`src/rtl/reg_bank_pkg.sv`:
```
// -----------------------------------------------------------------------------
// reg_bank_pkg
// Shared types and constants for the sequenced, double-buffered register bank.
//   state_t          : fill/commit state machine encoding
//   REG_BANK_MIN_CH  : smallest channel count the bank supports
// No ports; imported by reg_bank_seq.
// -----------------------------------------------------------------------------
package reg_bank_pkg;

    localparam int REG_BANK_MIN_CH = 2;

    typedef enum logic [1:0] {
        IDLE   = 2'd0,
        FILL   = 2'd1,
        COMMIT = 2'd2
    } state_t;

endpackage

```
`src/rtl/reg_bank_seq_edge_rise.sv`:
```
// -----------------------------------------------------------------------------
// edge_rise
// Single-cycle rising-edge detector for a signal already synchronous to clk.
// Reusable for button inputs; RESET_VAL chooses what the previous-sample
// register holds after reset, so an input held high through reset release can
// be made to produce no pulse (RESET_VAL = 1).
// Ports:
//   clk    in  1  clock, rising edge
//   rst_n  in  1  asynchronous active-low reset
//   in     in  1  level input
//   pulse  out 1  high for the cycle where in is high and was low last cycle
// -----------------------------------------------------------------------------
module edge_rise #(
    parameter bit RESET_VAL = 1'b0
) (
    input  logic clk,
    input  logic rst_n,
    input  logic in,
    output logic pulse
);

    logic in_q;

    always_ff @(posedge clk or negedge rst_n) begin
        if (!rst_n) begin
            in_q <= RESET_VAL;
        end else begin
            in_q <= in;
        end
    end

    assign pulse = in & ~in_q;

endmodule

```
`src/rtl/reg_bank_seq.sv`:
```
// -----------------------------------------------------------------------------
// reg_bank_seq
// Sequenced, double-buffered bank of NUM_CH registers of WIDTH bits, loaded one
// slot per rising edge of load from the shared bus d. When the last slot is
// filled the whole staging set is copied to q in a single cycle, so downstream
// logic never sees a partially updated set.
//
// Optional feature macro: REG_BANK_READBACK_EN
//   When defined, adds rd_sel/rd_data for combinational readback of the staging
//   registers (out-of-range rd_sel reads 0).
//
// Ports:
//   clk     in  1             clock, rising edge
//   rst_n   in  1             asynchronous active-low reset
//   d       in  WIDTH         data captured on a load rising edge
//   load    in  1             level capture request (edge detected inside)
//   clear   in  1             synchronous abort of a partial fill / pending commit
//   q       out NUM_CH*WIDTH  committed bank, channel i at [i*WIDTH +: WIDTH]
//   ch_idx  out CW            next slot to be filled
//   busy    out 1             a set is partially staged or committing
//   valid   out 1             one-cycle pulse after q updates
//   rd_sel  in  CW            staging readback select (REG_BANK_READBACK_EN)
//   rd_data out WIDTH         staging readback data   (REG_BANK_READBACK_EN)
// -----------------------------------------------------------------------------
module reg_bank_seq
    import reg_bank_pkg::*;
#(
    parameter  int WIDTH  = 8,
    parameter  int NUM_CH = 3,
    localparam int CW     = $clog2(NUM_CH)
) (
    input  logic                    clk,
    input  logic                    rst_n,
    input  logic [WIDTH-1:0]        d,
    input  logic                    load,
    input  logic                    clear,
    output logic [NUM_CH*WIDTH-1:0] q,
    output logic [CW-1:0]           ch_idx,
    output logic                    busy,
    output logic                    valid
`ifdef REG_BANK_READBACK_EN
    ,
    input  logic [CW-1:0]           rd_sel,
    output logic [WIDTH-1:0]        rd_data
`endif
);

    generate
        if (NUM_CH < REG_BANK_MIN_CH) begin : g_bad_num_ch
            $error("reg_bank_seq: NUM_CH must be at least %0d", REG_BANK_MIN_CH);
        end
    endgenerate

    localparam logic [CW-1:0] LAST_PTR = CW'(NUM_CH - 1);

    state_t            state;
    state_t            next_state;
    logic [CW-1:0]     ptr;
    logic [CW-1:0]     ptr_next;
    logic              ld_edge;
    logic              stage_we;
    logic              commit;
    logic [WIDTH-1:0]  stage [NUM_CH];

    // Previous-load register resets high so a load held through reset release
    // is not mistaken for a fresh request.
    edge_rise #(
        .RESET_VAL (1'b1)
    ) u_load_edge (
        .clk   (clk),
        .rst_n (rst_n),
        .in    (load),
        .pulse (ld_edge)
    );

    always_ff @(posedge clk or negedge rst_n) begin
        if (!rst_n) begin
            state <= IDLE;
            ptr   <= '0;
        end else begin
            state <= next_state;
            ptr   <= ptr_next;
        end
    end

    // clear takes precedence over a simultaneous load edge everywhere; in IDLE
    // there is nothing to abort, it only suppresses the capture. A load edge in
    // COMMIT is dropped because the set is already complete.
    always_comb begin
        next_state = state;
        ptr_next   = ptr;
        stage_we   = 1'b0;
        commit     = 1'b0;
        case (state)
            IDLE: begin
                if (!clear && ld_edge) begin
                    stage_we   = 1'b1;
                    ptr_next   = CW'(1);
                    next_state = FILL;
                end
            end
            FILL: begin
                if (clear) begin
                    ptr_next   = '0;
                    next_state = IDLE;
                end else if (ld_edge) begin
                    stage_we = 1'b1;
                    if (ptr == LAST_PTR) begin
                        ptr_next   = '0;
                        next_state = COMMIT;
                    end else begin
                        ptr_next = ptr + CW'(1);
                    end
                end
            end
            COMMIT: begin
                ptr_next   = '0;
                next_state = IDLE;
                commit     = !clear;
            end
            default: begin
                ptr_next   = '0;
                next_state = IDLE;
            end
        endcase
    end

    // Staging slots, committed bank and the valid pulse. Staging is never
    // cleared by clear; stale contents are simply overwritten by the next set.
    always_ff @(posedge clk or negedge rst_n) begin
        if (!rst_n) begin
            for (int i = 0; i < NUM_CH; i++) begin
                stage[i] <= '0;
            end
            q     <= '0;
            valid <= 1'b0;
        end else begin
            if (stage_we) begin
                stage[ptr] <= d;
            end
            if (commit) begin
                for (int i = 0; i < NUM_CH; i++) begin
                    q[i*WIDTH +: WIDTH] <= stage[i];
                end
            end
            valid <= commit;
        end
    end

    assign busy   = (state == FILL) || (state == COMMIT);
    assign ch_idx = ptr;

`ifdef REG_BANK_READBACK_EN
    always_comb begin
        rd_data = '0;
        if (int'(rd_sel) < NUM_CH) begin
            rd_data = stage[rd_sel];
        end
    end
`endif

endmodule

```
`config.mk`:
```
export PLATFORM = sky130hd
export DESIGN_NAME = reg_bank_seq
export DESIGN_NICKNAME = d
export VERILOG_FILES = /design/src/rtl/reg_bank_pkg.sv /design/src/rtl/reg_bank_seq_edge_rise.sv /design/src/rtl/reg_bank_seq.sv
export SDC_FILE = /design/constraint.sdc
export NUM_CORES = 1
export LEC_CHECK = 0
export ABC_AREA = 1
export BUFFER_PORTS_ARGS = -buffer_cell sky130_fd_sc_hd__buf_2
export CORE_MARGIN = 5
export CORE_UTILIZATION = 41
export DETAILED_ROUTE_END_ITERATION = 7
export GPL_ROUTABILITY_DRIVEN = 0
export MAX_ROUTING_LAYER = met4
export PLACE_DENSITY = 0.67
export SLEW_MARGIN = 10
export SYNTH_ARGS = -nofsm -noshare
export SYNTH_HDL_FRONTEND = slang
export SYNTH_HIERARCHICAL = 1
export SYNTH_SLANG_ARGS = --single-unit
```
`constraint.sdc`:
```
create_clock -name clk -period 1.7 [get_ports clk]
set_input_delay 0.34 -clock clk [delete_from_list [all_inputs] [get_ports clk]]
set_output_delay 0.34 -clock clk [all_outputs]
set_load 0.03 [all_outputs]
```
; After elaboration in Yosys (flattened, before gate mapping)
; Cells that the tools add are included.
[word_totals]
ff_bits = 54
wordCells = 44
output_inout_bits = 28
input_bits = 12
[op_classes]
reduce_logical = 7
magnitude_cmp = 2
mux = 17
bitwise_logic = 3
eq_ne = 6
n_addsub = 1
[ops]
columns = op, count
row1 = bitwise mux 24 bit, 1
row2 = demux 8 bit (select 2 bit), 1
row3 = 2-to-1 mux 2 bit, 7
row4 = 2-to-1 mux 8 bit, 1
row5 = one-hot mux 2 bit (2 select lines), 2
row6 = != test 3 bit (second input constant), 2
row7 = == test 2 bit (second input constant), 2
row8 = 2-to-1 mux 1 bit, 4
row9 = >= comparator 3 bit (second input constant), 1
row10 = less-than comparator 3 x 1 -> 1 bit (second input constant), 1
row11 = NOT 2 -> 3 bit, 1
row12 = AND reduction 3 bit, 1
row13 = adder 2 x 1 -> 2 bit (second input constant), 1
row14 = == test 2 x 1 -> 1 bit (second input constant), 1
row15 = logical AND 1 bit, 2
row16 = logical NOT 2 bit, 1
row17 = != test 2 bit (second input constant), 1
row18 = one-hot mux 1 bit (2 select lines), 1
row19 = AND reduction 2 bit, 1
row20 = AND 1 bit, 1
row21 = logical NOT 1 bit, 1
row22 = logical OR 1 bit, 1
row23 = NOT 1 bit, 1

; Depth between registers and ports, before layout
[logic_depth]
ltp_word = 6
ltp_mapped = 8
mapped_depth_nobuf = 8

; Hierarchy
; The synthesis kept the hierarchy.
[by_module_without_submodules]
columns = mod, cells_per_inst, n_inst, seq_area_each_um2, area_each_um2
row1 = reg_bank_seq, 251, 1, 1326.3, 2220.9
row2 = edge_rise, 3, 1, 26.3, 36.3

; Worst setup path after synthesis
; No wires, ideal clock.
[synth_timing]
path_type = register to register
startpoint = register state[0]
endpoint = register stage[10] (netlist name)
t_required_ps = 1583
arrival_time_ps = 1284
slack_ps = 300
period_less_slack_ps = 1400
setup_ps = 117
stages_incl_launch_ff = 8
path_buffers = 0
path_cell_list = dfrtp_1 -> inv_1 -> ha_1 -> nor2_1 -> nor2_2 -> nand2_4 -> nand2_1 -> nand2_1
[synth_via]
elab_chain_cells = 2
elab_cells_between_ends = 3
classes_between = 1 x eq/ne / 1 x mux / 1 x reduce/logical
[synth_lines]
columns = element, line_no
row1 = from (decl), reg_bank_seq.sv:56  ; state_t state;
row2 = from (signal assigned), reg_bank_seq.sv:81  ; state <= next_state;
row3 = == test 2 x 1 -> 1 bit or logical NOT 2 bit (tied branches), reg_bank_seq.sv:94  ; case (state)
row4 = one-hot mux 1 bit (2 select lines) (*), reg_bank_seq.sv:94
row5 = "to (signal, indexed assignment)", reg_bank_seq.sv:133  ; stage[i] <= '0;
row6 = "to (signal, indexed assignment)", reg_bank_seq.sv:139  ; stage[ptr] <= d;
row7 = to (decl), reg_bank_seq.sv:63  ; logic [WIDTH-1:0] stage [NUM_CH];
; Every way passes the cells marked *; elsewhere a longest branch is shown, timed or not.
; A chain may end at the register's enable or synchronous reset.

; Final worst setup path
[layout_timing]
startpoint = register state[0]
endpoint = output port busy
[layout_via]
elab_chain_cells = 2
elab_cells_between_ends = 3
classes_between = 2 x eq/ne / 1 x reduce/logical
[layout_lines]
columns = element, line_no
row1 = == test 2 x 1 -> 1 bit or == test 2 bit (tied branches), reg_bank_seq.sv:150  ; assign busy = (state == FILL) || (state == COMMIT);
row2 = logical OR 1 bit (*), reg_bank_seq.sv:150
row3 = to (decl), reg_bank_seq.sv:39  ; output logic busy,
; Marks and branches as above.

==> flow_metrics.env <==
export IMPL_place_area_um2=2590
export IMPL_ant_nets=0
export IMPL_num_antenna_cells=0
export IMPL_layout_drive_gt1_share_pct=23.3
export IMPL_clk_pin_slew_ps=90
export IMPL_numCtsBuffers=5
export IMPL_hold_viol=7
export IMPL_relSlewSlack_pct=66.4
export IMPL_fmaxAchievable_mhz=615
export IMPL_io_pins=40
export IMPL_start_kind="register"
export IMPL_finalSetupTns_ps=0
export IMPL_vias=1738
export IMPL_wirelength_um=4720
export IMPL_wirelength_met1_um=2280
export IMPL_drcViolationCount=0
export IMPL_synthSimpleGateAreaFrac_pct=34.1
export IMPL_final_cell_area_um2=2710
export IMPL_cts_tree="yes"
export IMPL_die_h_um=84.2
export IMPL_antenna_found_initial=0
export IMPL_die_x_um=84.2
export IMPL_clock_latency_ps=300
export IMPL_status="complete, but fails checks"
export IMPL_yosysWarnings=6
export IMPL_netlist_area_leader_share_pct=58.8
export IMPL_synth_compound_area_share_pct=0.222
export IMPL_cellLeakagePower_nw=1.57
export IMPL_cts_root_buf="clkbuf_8"
export IMPL_fp_coreArea_um2=5440
export IMPL_synthTopCellsByArea="dfrtp_1 (59%), nand2_1 (23%), nand4_1 (4.4%)"
export IMPL_holdCritPathClass="input port to asynchronous set/reset pin"
export IMPL_initial_core_util_pct=41.5
export IMPL_met2_length_um=2210
export IMPL_grt_pass1_vias=1776
export IMPL_dr_pass1_iters=4
export IMPL_cp_arrival_ps=1290
export IMPL_ys_ff_latch=54
export IMPL_drt_initial_drc_count=144
export IMPL_row_count=27
export IMPL_area_delta_synth_final_pct=20.2
export IMPL_cap_violations=0
export IMPL_synth_cell_types=17
export IMPL_fin_crit_ps=1630
export IMPL_finalSetupViolations=0
export IMPL_syn_area_um2=2260
export IMPL_ctsHoldBuffers=0
export IMPL_slew_violations=0
export IMPL_die_area_um2=7090
export IMPL_cts_htree_levels=2
export IMPL_fin_cells=373
export IMPL_ys_seq_area_share_pct=59.9
export IMPL_irDropWorstVdd_mv=0.929
export IMPL_yosysMostFrequentCell="nand2_1"
export IMPL_yosysTopAreaCell="dfrtp_1"
export IMPL_synth_edf_count=0
export IMPL_ff2ff_path_depth=8
export IMPL_holdWs_ps=-6.27
export IMPL_grt_max_degree=26
export IMPL_wl_per_cell_um=12.7
export IMPL_synth_top_family_by_area="simple AND/OR/NAND/NOR gates"
export IMPL_powerDensity_nw_per_um2=1700
export IMPL_avgSynthCellArea_um2=8.89
export IMPL_synthMuxAreaShare_pct=0
export IMPL_end_kind="output port"
export IMPL_async_flop_share_pct=100
export IMPL_worstMarginPinSlew_ps=504
export IMPL_grt_usage_pct=14.9
export IMPL_violations="negative hold slack"
export IMPL_required_ps=1360
export IMPL_rsz0062_at_grt="no"
export IMPL_vias_per_cell=4.66
export IMPL_grt_pass1_wl_um=8310
export IMPL_postSynthCellCount=254
export IMPL_route_met3_wl_um=169
export IMPL_path_max_fanout=3
export IMPL_skew_ps=6.54
export IMPL_nNetsFinal=318
export IMPL_portBuffers=39
export IMPL_synth_top_cells_by_count="nand2_1 (136), dfrtp_1 (53), nand4_1 (16)"
export IMPL_cts_sinks=54
export IMPL_syn_nets=270
export IMPL_grt_ovfl_total=0
export IMPL_fillers=530
export IMPL_synth_xor_area_share_pct=0
export IMPL_synth_main_ff_cell="dfrtp_1"
export IMPL_place_detailed_hpwl_um=3550
export IMPL_clk_path_buf_depth=2
export IMPL_highest_signal_layer="met4"
export IMPL_synthAdderAreaFrac_pct=2.22
export IMPL_dp_cells=365
export IMPL_post_route_period_util_pct=95.6
export IMPL_path_class="register to output port"
worst max-delay path, cell delays in order, from the launching register on:
cell and delay, ps:
dfrtp_1 410, inv_1 120, ha_2 280, buf_2 180
through the flow:
| stage | utilization (%) | worst slack (ps) | total power [mW] |
|---|---|---|---|
| 2_1_floorplan | - | 300 | 3.34 |
| 3_3_place_gp | 47.7 | 159 | 3.83 |
| 3_5_place_dp | 47.7 | 74.5 | 3.88 |
| 4_1_cts | 49.2 | 45.0 | 4.59 |
| 5_1_grt | 49.9 | 12.8 | 4.99 |
| 6_report | 49.9 | 74.4 | 4.61 |
cell usage in the layout (no fill, tap or decap), types with 2 or more instances in the layout:
| cell | n |
|---|---|
| buf_12 | 3 |
| buf_2 | 39 |
| buf_4 | 6 |
| clkbuf_8 | 6 |
| dfrtp_1 | 53 |
| ha_1 | 3 |
| inv_1 | 8 |
| inv_2 | 2 |
| nand2_1 | 136 |
| nand3_1 | 12 |
| nand4_1 | 16 |
| nor2_1 | 2 |
| nor2_2 | 5 |
layout make-up:
type	count	area [um^2]	area share, %
sequential	54	1350	49.9
timing repair buffer	48	300	11.1
inverter	11	43.8	1.61
clock buffer	6	82.6	3.04
tap	72	90.1	3.32
multi-input combinational	182	843	31.1
flip-flops by register name, summed over array words and instances, names as in the netlist:
signal	count
state	2
valid	1
u_load_edge/in_q	1
q	24
ch_idx	2
stage	24
power breakdown:
part / switching [mW] / internal [mW] / leakage [nW] / total, mW
sequential: 0.260 / 1.76 / 0.714 / 2.02
clock: 0.378 / 0.315 / 0.0431 / 0.693
combinational: 1.32 / 0.572 / 0.813 / 1.89
total: 1.96 / 2.65 / 1.57 / 4.61
metal layers:
metal / track usage [%] / up-vias
met5: - / -
met1: 19.7 / 807
met3: 3.43 / 6
met2: 23.1 / 31
met4: 4.39 / 0
li1: - / 894
path summary, 6_finish.rpt:
path,start,to,slack [ps]
worst min-delay path,rst_n,q[23]$_DFFE_PN0P_,-6
worst min register to register,stage[20]$_DFFE_PN0P_,stage[20]$_DFFE_PN0P_,480
min in group clk,load,u_load_edge/in_q$_DFF_PN1_,140
max in group asynchronous,rst_n,u_load_edge/in_q$_DFF_PN1_,1160
worst max-delay path,state[0]$_DFFE_PN0P_,busy,70
worst max register to register,state[0]$_DFFE_PN0P_,stage[9]$_DFFE_PN0P_,140
cell families (layout without fill, tap and decap cells):
group | after synthesis | after routing
AO/OA/AOI/OAI | 1 | 1
adder cells (fa/ha/maj) | 4 | 4
AND/OR/NAND/NOR | 177 | 177
buffers and inverters | 18 | 65
flip-flops | 54 | 54
what timing repair did:
item	in CTS	in global routing
gates resized for setup	0	5
setup endpoints to repair	0	26
buffers inserted	0	2
Note: power is estimated with default switching activity, not from simulation.
